$ cat config.mk
export PLATFORM = sky130hd
export DESIGN_NAME = serial_rx
export DESIGN_NICKNAME = d
export VERILOG_FILES = /design/src/rtl/serial_rx.sv
export SDC_FILE = /design/constraint.sdc
export NUM_CORES = 1
export LEC_CHECK = 0
export ABC_CLOCK_PERIOD_IN_PS = 2000
export BUFFER_PORTS_ARGS = -buffer_cell sky130_fd_sc_hd__clkbuf_2
export CORE_ASPECT_RATIO = 1.1
export CORE_MARGIN = 2
export CORE_UTILIZATION = 35
export CTS_CLUSTER_SIZE = 25
export DETAILED_ROUTE_END_ITERATION = 10
export PLACE_DENSITY = 0.6
export SLEW_MARGIN = 20
export SYNTH_ARGS = -nofsm -noshare
export SYNTH_HDL_FRONTEND = slang
export SYNTH_SLANG_ARGS = --single-unit
$ cat constraint.sdc
create_clock -name clk_in -period 2 [get_ports clk_in]
set_input_delay 0.1 -clock clk_in [delete_from_list [all_inputs] [get_ports clk_in]]
set_output_delay 0.1 -clock clk_in [all_outputs]
set_load 0.05 [all_outputs]
$ cat src/rtl/serial_rx.sv
// serial_rx: 8N1 UART receiver (LSB first, idle-high line).
// The rx pin is synchronized and start/stop bits are validated at mid-bit.
// Each good byte is presented on val_out with a one-cycle valid_out strobe.
// A low stop bit gives a one-cycle frame_err_out pulse instead.
module serial_rx #(
    parameter int DIVISOR     = 868,
    parameter int SYNC_STAGES = 2
) (
    input  logic       clk_in,
    input  logic       rst_in,
    input  logic       data_in,
    output logic [7:0] val_out,
    output logic       valid_out,
    output logic       frame_err_out,
    output logic       busy_out
);

    localparam int CNT_W = $clog2(DIVISOR);
    localparam logic [CNT_W-1:0] BIT_LAST  = CNT_W'(DIVISOR - 1);
    localparam logic [CNT_W-1:0] HALF_LAST = CNT_W'(DIVISOR / 2 - 1);

    typedef enum logic [1:0] {
        ST_IDLE  = 2'd0,
        ST_START = 2'd1,
        ST_DATA  = 2'd2,
        ST_STOP  = 2'd3
    } state_t;

    logic [SYNC_STAGES-1:0] sync_r;
    logic                   rx_s;
    state_t                 state_r;
    logic [CNT_W-1:0]       cnt_r;
    logic [2:0]             idx_r;
    logic [7:0]             shift_r;
    // Set once a high line has been seen, so a low line after reset or a
    // break after a framing error is never mistaken for a start edge.
    logic                   armed_r;

    assign rx_s = sync_r[SYNC_STAGES-1];

    // Input synchronizer chain; preset high so reset looks like an idle line.
    always_ff @(posedge clk_in) begin
        if (rst_in) begin
            sync_r <= '1;
        end else begin
            sync_r <= {sync_r[SYNC_STAGES-2:0], data_in};
        end
    end

    // Receive FSM: start detection, mid-bit sampling, byte assembly and flags.
    always_ff @(posedge clk_in) begin
        if (rst_in) begin
            state_r       <= ST_IDLE;
            cnt_r         <= '0;
            idx_r         <= 3'd0;
            shift_r       <= 8'h00;
            armed_r       <= 1'b0;
            val_out       <= 8'h00;
            valid_out     <= 1'b0;
            frame_err_out <= 1'b0;
            busy_out      <= 1'b0;
        end else begin
            valid_out     <= 1'b0;
            frame_err_out <= 1'b0;
            case (state_r)
                ST_IDLE: begin
                    if (armed_r && !rx_s) begin
                        state_r  <= ST_START;
                        cnt_r    <= '0;
                        busy_out <= 1'b1;
                        armed_r  <= 1'b0;
                    end else begin
                        armed_r  <= armed_r | rx_s;
                    end
                end
                ST_START: begin
                    if (cnt_r == HALF_LAST) begin
                        cnt_r <= '0;
                        if (rx_s) begin
                            // Start bit gone at mid-bit: glitch, drop it silently.
                            state_r  <= ST_IDLE;
                            busy_out <= 1'b0;
                            armed_r  <= 1'b1;
                        end else begin
                            state_r <= ST_DATA;
                            idx_r   <= 3'd0;
                        end
                    end else begin
                        cnt_r <= cnt_r + CNT_W'(1);
                    end
                end
                ST_DATA: begin
                    if (cnt_r == BIT_LAST) begin
                        cnt_r          <= '0;
                        shift_r[idx_r] <= rx_s;
                        if (idx_r == 3'd7) begin
                            state_r <= ST_STOP;
                        end else begin
                            idx_r <= idx_r + 3'd1;
                        end
                    end else begin
                        cnt_r <= cnt_r + CNT_W'(1);
                    end
                end
                ST_STOP: begin
                    if (cnt_r == BIT_LAST) begin
                        cnt_r    <= '0;
                        state_r  <= ST_IDLE;
                        busy_out <= 1'b0;
                        if (rx_s) begin
                            val_out   <= shift_r;
                            valid_out <= 1'b1;
                            // Stop bit already proves the line high, so a
                            // back-to-back start edge is caught straight away.
                            armed_r   <= 1'b1;
                        end else begin
                            frame_err_out <= 1'b1;
                            armed_r       <= 1'b0;
                        end
                    end else begin
                        cnt_r <= cnt_r + CNT_W'(1);
                    end
                end
                default: begin
                    state_r  <= ST_IDLE;
                    cnt_r    <= '0;
                    idx_r    <= 3'd0;
                    busy_out <= 1'b0;
                    armed_r  <= 1'b0;
                end
            endcase
        end
    end

endmodule

==> results of run 1 <==
worst paths after layout:
path | cells after the start | slack, ps | end
max | 5 | 100 | state_r[0]
min | 2 | 230 | val_out[6]
max reg2reg | 5 | 100 | state_r[0]
min reg2reg | 1 | 420 | sync_r[1]
per-layer routing:
layer  vias to the layer above  GRT usage (%)  part of all wire [%]
met1                       739           19.8                    47
met5                         -              0                     0
met4                         0           7.55                   2.6
li1                        811              -                     -
met3                        13           3.98                   3.6
met2                        32           24.4                    46
cell usage after synthesis, types with 2 or more instances:
master,number
a21oi_1,20
a31oi_1,4
and2_1,2
buf_2,2
clkbuf_1,7
dfxtp_1,37
ha_1,4
inv_1,7
mux2i_1,9
nand2_1,31
nand3_1,11
nand4_1,4
nand4b_1,2
nand4bb_1,2
nor2_1,20
nor2b_1,2
nor3_1,4
nor4_1,4
nor4b_1,3
o2111ai_1,2
o21ai_0,7
o22ai_1,2
or2_2,3
what timing repair did:
action | CTS | global route
hold endpoints to repair | 1 | 0
hold buffers | 1 | 0
resized for setup | 0 | 4
setup endpoints to repair | 0 | 3
power breakdown:
part / internal [mW] / switching, mW
sequential: 0.743 / 0.00579
combinational: 0.0206 / 0.0386
clock: 0.405 / 0.276
total: 1.17 / 0.320
cell families (layout without fill, tap and decap cells):
kind of cell	count (synthesis)	in the layout	synth area share, %
simple gates	96	96	29.3
compound gates	45	45	16.1
flops	37	37	41.7
buf+inv	18	46	4.37
mux	9	9	5.08
fa+ha+maj	4	4	2.82
xor+xnor	1	1	0.494
flip-flops by register name, summed over array words and instances, names as in the netlist, named ones only:
signal         count
shift_r            8
idx_r              3
state_r            1
frame_err_out      1
val_out            8
sync_r             2
valid_out          1
cnt_r             10
busy_out           1
armed_r            1
layout make-up:
type	instances	area, um^2	share of cell area (%)
Clock buffer	6	82.6	3.85
Sequential cell	37	742	34.6
Tap cell	58	72.6	3.38
Clock inverter	2	37.5	1.75
Timing Repair Buffer	31	203	9.45
Inverter	7	26.3	1.23
Multi-Input combinational cell	155	981	45.7
worst register-to-register path, stage by stage, from the launching register on:
cell     delay (ps)
dfxtp_2         360
or4b_4          530
o31ai_4         240
a21oi_2          60
or4_1           510
a21oi_1         130
metrics by stage:
stage	std cells	worst slack [ps]	total power, mW	area [um^2]
2_1_floorplan	210	63.0	0.802	1770
3_3_place_gp	287	122	0.822	1990
3_5_place_dp	287	86.6	0.822	1990
4_1_cts	296	63.5	1.51	2120
5_1_grt	296	9.80	1.56	2140
6_report	296	102	1.49	2140
placed cells by master, fill, tap and decap left out, drive strengths merged, types with 3 or more instances in the layout:
| master | instances |
|---|---|
| nor4b | 3 |
| a21oi | 21 |
| ha | 4 |
| o21ai | 8 |
| dfxtp | 37 |
| nor4 | 4 |
| nand4 | 4 |
| nor2 | 20 |
| nor3 | 5 |
| mux2i | 9 |
| or2 | 3 |
| a31oi | 4 |
| clkbuf | 19 |
| buf | 17 |
| nand2 | 31 |
| nand3 | 11 |
| inv | 7 |
==> metrics.txt, run 1 <==
leakage power=0.767 nW; measured slew at the worst slew-check pin=394 ps; Final setup viols=0; hold slack final=230 ps; first-pass GRT wire length=6880 um; WP data arrival=2120 ps; Fill cells=527; Root Buffer Master=clkbuf_8; DRT iter0 DRCs=74; Syn Nets=217; DR pass1 iterations=4; worst path buffer plus inverter count=0; PwrDens=694 nW/um^2; fin crit share=94.9%; required time worst endpoint=2220 ps; warnings from Yosys=0; Final HPWL DP=2790 um; RSZ-0062 raised after global routing=no; ant diodes=0; hold path startpoint=rst_in; I/O Pins=14; Post-synth EDFFs=0; Fmax achieved=0.527 GHz; CTS Buf Count=5; critical path endpoint category=flip-flop; Post-Syn Area=1770 um^2; clock buffer depth=2; fin util=43.5%; share of cells above drive strength 1=21.8%; cell type with the largest total area after synthesis=dfxtp_1; H-Tree Depth=2; Die Area=5660 um^2; Crit Path Class=flip-flop to flip-flop; Netlist cell types=44; Clock Sinks=37; Core Area=4930 um^2; Routed WL per cell=13.5 um; maximum number of pins on one net before global-route repair=17; Cells after Synth=210; gr usage total=15.6%; final WL=4000 um; via count=1,595; post-layout net count=244; Synth async-reset ratio=0%; max-cap violations=0; skew final=4.06 ps; antenna violations before repair=0; post-synth top area share=41.7%; crit-path cells=or4b_4 > o31ai_4 > a21oi_2 > or4_1 > a21oi_1; overall die width=71.9 um; CP Max Fanout=8; detailed-route DRC error count=0; Syn Area/Cell=8.45 um^2; clock-pin slew on the worst setup and hold paths=80 ps; largest cells by area after synthesis=dfxtp_1, nand2_1, a21oi_1; Worst path max stage delay=530 ps; Rel. slew slack=73.4%; crit-path leading delay family=simple AND/OR/NAND/NOR gates; CTS tree=yes; area delta synth->final=20.9%; vias in the first global route=1,465; IO buf count=13; postcts setup bufs=0; Final min period=1900 ps; setup tns final=0 ps; Clock Latency Late Sink=290 ps; Die H=78.7 um; CP startpoint kind=flip-flop; worst min-delay path class=primary input to flip-flop; dominant synthesized flop cell=dfxtp_1; flops & latches, synth=37; Starting Density=36.0%; grt total ovfl=0; slowest cell on the critical path=or4b_4; Vias per Instance=5.39; status=complete, no violations; Slew Viols, Final=0; row count=27; routability congestion estimate=0.869; Post-DRT Antenna Nets=0; sequential-to-total area share from yosys stat=41.7%; Worst IR Drop VDD=0.278 mV; Hold Fails Final Rpt=0
No activity file was read; power rests on OpenSTA's default activity.
==> inputs of run 2 (changes only) <==
Settings changed: REMOVE_ABC_BUFFERS set to 1.
==> run 2 against run 1 <==
  * Clock power about the same
  * Wire length increased by 2.8%
  * Critical endpoint unchanged
  * Final cell count increased by 0.34%
  * Flip-flop and latch count unchanged
  * Largest power group unchanged
  * Critical path depth unchanged
  * First-iteration DRC count increased by 9.5%
  * Worst setup slack improved by 31 ps
  * Clock skew increased by 6.1 ps
  * Largest cell class unchanged
==> metrics.txt, run 2 (synthesis gave the netlist of run 1 again) <==
status=complete, no violations; Sequential Power Share=50.2%; Vias per Instance=5.27; post-route design area=2160 um^2; I/O Pins=14; r2r startpoint=cnt_r[3]; Hold Fails Final Rpt=0; fin crit share=93.4%; leakage power=0.773 nW; Critical path origin=cnt_r[3]; routability congestion estimate=0.864; post-layout net count=245; DR pass1 iterations=4; combinational share of power=4.0%; postcts setup bufs=0; required time worst endpoint=2230 ps; row count=27; grt total ovfl=0; area delta synth->final=21.5%; worst min-delay path class=primary input to flip-flop; measured slew at the worst slew-check pin=515 ps; CP startpoint kind=flip-flop; commonest non-fill, non-tap cells in the layout=dfxtp_1, nand2_1, a21oi_1; maximum number of pins on one net before global-route repair=18; CP Depth=5; crit-path cells=or4b_4 > o31ai_4 > a21oi_2 > or4_1 > a21oi_1; Routed WL per cell=13.8 um; Die Area=5660 um^2; area of the multi-input gates=986 um^2; CTS Buf Count=5; Starting Density=36.0%; antenna violations before repair=0; net switching power=0.322 mW; H-Tree Depth=2; DRT iter0 DRCs=81; crit-path leading delay family=simple AND/OR/NAND/NOR gates; Slew Viols, Final=0; Final HPWL DP=2910 um; Layout Cells excl Fill=297; WP data arrival=2100 ps; Die H=78.7 um; max-cap violations=0; Core Area=4930 um^2; ant diodes=0; commonest non-fill, non-tap cell in the layout=dfxtp_1; Rel. slew slack=65.3%; gr usage total=16.3%; Largest regs=cnt_r: 10 flops, shift_r: 8 flops, val_out: 8 flops; R2R setup slack=130 ps; Root Buffer Master=clkbuf_8; hold depth=2; RSZ-0062 raised after global routing=no; via count=1,565; final WL=4110 um; sw frac=21.6%; Fmax achieved=0.535 GHz; PwrDens=692 nW/um^2; critical path endpoint category=flip-flop; Worst path max stage delay=540 ps; Reg area=741 um^2; worst path buffer plus inverter count=0; vias in the first global route=1,508; max reg flops=10; Worst IR Drop VDD=0.395 mV; overall die width=71.9 um; first-pass GRT wire length=7220 um; fin util=43.7%; Clock power frac=45.8%; CP Max Fanout=3; Final min period=1870 ps; IO buf count=13; clock-pin slew on the worst setup and hold paths=80 ps; FF-to-FF End=state_r[0]; CTS tree=yes; Post-DRT Antenna Nets=0; Clock Latency Late Sink=290 ps; R2R depth=5; skew final=10.2 ps; Area after DPL=2000 um^2; slowest cell on the critical path=or4b_4; share of cells above drive strength 1=22.2%; clock buffer depth=2; Final setup viols=0; Crit Path Class=flip-flop to flip-flop; dpl cells=288; setup tns final=0 ps; CP Capture Point=state_r[0]; detailed-route DRC error count=0; Largest Register=cnt_r; Fill cells=503; internal power=1.17 mW; Clock Sinks=37
==> run 2: cell count changes in the layout (fill, tap and decap cells not counted) <==
cell,previous run,this run
buf_4,17,18
nand3_1,11,10
nor2b_1,1,2
dfxtp_2,1,0
nor2b_2,1,0
dfxtp_1,36,37
nand3_2,0,1
nor2_2,0,1
nor2_1,20,19
==> run 2: worst min path at each step <==
stage	start	endpoint	slack, ps
after floorplan	rst_in	armed_r	170
after global placement	data_in	sync_r[0]	290
after detailed placement	data_in	sync_r[0]	290
after CTS	rst_in	val_out[6]	240
after global routing	rst_in	val_out[6]	260
final	rst_in	val_out[3]	230
==> run 2: final cells by class <==
cell class / count / area share, %
clock buffer: 6 / 3.83
multi-input combinational: 155 / 45.7
tap: 58 / 3.37
sequential: 37 / 34.4
timing repair buffer: 32 / 9.75
clock inverter: 2 / 1.74
inverter: 7 / 1.22
==> run 2: per-stage QoR <==
stage / hold WS, ps / setup slack [ps] / power [mW]
finish: 233 / 132 / 1.49
global route: 265 / 9.37 / 1.55
CTS: 238 / 99.0 / 1.51
detailed placement: 289 / 112 / 0.824
global placement: 286 / 179 / 0.823
floorplan: 169 / 83.9 / 0.795
==> run 2: what timing repair did <==
action | in CTS | in global routing
endpoints found under the setup margin | 0 | 10
resized for setup | 0 | 4
hold buffers | 1 | 0
endpoints found under the hold margin | 1 | 0
==> run 2: routing by layer <==
metal | track usage [%] | up-vias | wire, um
li1 | - | 814 | -
met1 | 21.1 | 725 | 2030
met5 | 0 | - | 0
met4 | 6.60 | 0 | 77
met2 | 25.9 | 18 | 1910
met3 | 3.72 | 8 | 93
==> run 2: power groups by stage <==
stage	logic [mW]	clock network, mW	registers, mW
finish	0.0594	0.683	0.749
global route	0.0673	0.733	0.750
CTS	0.0593	0.704	0.749
detailed placement	0.0574	0	0.766
global placement	0.0570	0	0.766
floorplan	0.0239	0	0.771
==> inputs of run 3 (changes only) <==
--- a/config.mk
+++ b/config.mk
@@ -9,8 +9,9 @@
 export BUFFER_PORTS_ARGS = -buffer_cell sky130_fd_sc_hd__clkbuf_2
 export CORE_ASPECT_RATIO = 1.1
-export CORE_MARGIN = 2
+export CORE_MARGIN = 1
 export CORE_UTILIZATION = 35
 export CTS_CLUSTER_SIZE = 25
 export DETAILED_ROUTE_END_ITERATION = 10
+export HOLD_SLACK_MARGIN = 0.02
 export PLACE_DENSITY = 0.6
 export REMOVE_ABC_BUFFERS = 1
==> constraint.sdc (replaced) <==
create_clock -name clk_in -period 2 [get_ports clk_in]
set_input_delay 0.1 -clock clk_in [delete_from_list [all_inputs] [get_ports clk_in]]
set_output_delay 0.1 -clock clk_in [all_outputs]
set_load 0.1 [all_outputs]
==> run 3 against run 2 <==
  * Count of clock-buffer cells in the layout unchanged
  * Global-route usage about the same
  * Final area decreased by 0.64%
  * Critical path type unchanged
  * Largest cell class unchanged
==> metrics.txt, run 3 (synthesis gave the netlist of run 1 again) <==
final WL=3960 um; Core Area=4750 um^2; fin worst setup slack=69.4 ps; via count=1,583; gr usage total=16.3%; Final HPWL DP=2840 um; crit-path leading delay family=simple AND/OR/NAND/NOR gates; met2 Usage GRT=24.0%; overall die width=69.9 um; PwrDens=633 nW/um^2; skew final=11.6 ps; Vias per Instance=5.37; Largest regs=cnt_r: 10 flops, shift_r: 8 flops, val_out: 8 flops; DR pass1 iterations=4; Sequential Power Share=55.3%; leakage power=0.764 nW; measured slew at the worst slew-check pin=539 ps; grt total ovfl=0; Post-DRT Antenna Nets=0; hold depth=4; CTS Buf Count=5; GRT busiest layer=met2; worst min-delay path class=primary input to flip-flop; setup tns final=0 ps; area of the multi-input gates=996 um^2; Final setup viols=0; maximum number of pins on one net before global-route repair=28; Clock Sinks=37; crit-path cells=or4b_4 > o31ai_4 > a21oi_2 > or4_1 > a21oi_2; Rel. slew slack=64.2%; net switching power=0.319 mW; Root Buffer Master=clkbuf_8; post-layout net count=246; vias in the first global route=1,457; R2R depth=5; sw frac=23.5%; ant diodes=0; Slew Viols, Final=0; Crit Path Class=flip-flop to flip-flop; CP Depth=5; CP Max Fanout=3; Worst path max stage delay=560 ps; dpl cells=286; Crit path top cell by count=a21oi_2; commonest non-fill, non-tap cell in the layout=dfxtp_1; antenna violations before repair=0; CTS tree=yes; detailed-route DRC error count=0; first-pass GRT wire length=6900 um; combinational share of power=4.8%; Fmax achieved=0.518 GHz; Routed WL per cell=13.4 um; Fill cells=472; Die Area=5360 um^2; Starting Density=37.4%; max-cap violations=0; Hold Fails Final Rpt=0; GRT met3 Usage=5.39%; DRT iter0 DRCs=173; R2R setup slack=70 ps; required time worst endpoint=2230 ps; Pwr Total=1.36 mW; max reg flops=10; Largest Register=cnt_r; worst path buffer plus inverter count=0; I/O Pins=14; fin crit share=96.5%; internal power=1.04 mW; Die H=76.7 um; pre-CTS WS=99.3 ps; H-Tree Depth=2; Final min period=1930 ps; row count=26; share of cells above drive strength 1=23.4%; Reg area=742 um^2; IO buf count=13; Layout Cells excl Fill=295; slowest cell on the critical path=or4b_4; routability congestion estimate=0.859; GRT met1 Usage=20.9%; clock-pin slew on the worst setup and hold paths=80 ps; clock buffer depth=2; WP data arrival=2160 ps; critical path endpoint category=flip-flop; CP startpoint kind=flip-flop; RSZ-0062 raised after global routing=no; Worst IR Drop VDD=0.239 mV; commonest non-fill, non-tap cells in the layout=dfxtp_1, nand2_1, nor2_1, buf_4, a21oi_1; area delta synth->final=20.7%; Clock power frac=39.9%; Clock Latency Late Sink=300 ps; status=complete, no violations
run 3: changes by cell type in the layout (fill, tap and decap cells not counted), sizes merged:
cell / before / now
buf: 18 / 19
bufinv: 1 / 0
run 3: final cells by class:
class	instances	share of cell area, %
Clock buffer	6	3.86
Inverter	7	1.23
Tap cell	56	3.27
Clock inverter	1	0.350
Timing Repair Buffer	33	10.2
Sequential cell	37	34.6
Multi-Input combinational cell	155	46.5
run 3: power groups by stage:
stage          Combinational (mW)  Sequential [mW]  Clock [mW]
2_1_floorplan              0.0239            0.776           0
3_3_place_gp               0.0596            0.767           0
3_5_place_dp               0.0598            0.767           0
4_1_cts                    0.0616            0.750       0.553
5_1_grt                    0.0702            0.751       0.585
6_report                   0.0653            0.750       0.540
run 3: metrics by stage:
stage	utilization (%)	hold WS (ps)	instance area [um^2]
finish	45.1	204	2140
CTS	44.1	204	2090
global placement	42.0	285	1990
detailed placement	42.0	289	1990
global route	45.1	239	2140
floorplan	-	169	1720
run 3: worst register-to-register path, cell delays in order (launching register included):
cell and delay [ps]:
dfxtp_1 320, or4b_4 560, o31ai_4 290, a21oi_2 60, or4_1 520, a21oi_2 120
run 3: timing repair:
action / CTS / global route
setup buffers: 0 / 1
endpoints found under the setup margin: 0 / 5
hold endpoints to repair: 1 / 0
gates resized for setup: 0 / 7
hold buffers: 1 / 0
run 3: routing by layer:
layer / vias up / share of wire (%)
met4: 0 / 2.5
met5: - / 0
met1: 723 / 49
met3: 12 / 5.1
li1: 813 / -
met2: 35 / 43
run 3: final timing paths:
kind	startpoint	end
hold / removal	rst_in	busy_out
hold reg to reg	sync_r[0]	sync_r[1]
setup reg to reg	cnt_r[3]	state_r[0]
setup / recovery	cnt_r[3]	state_r[0]
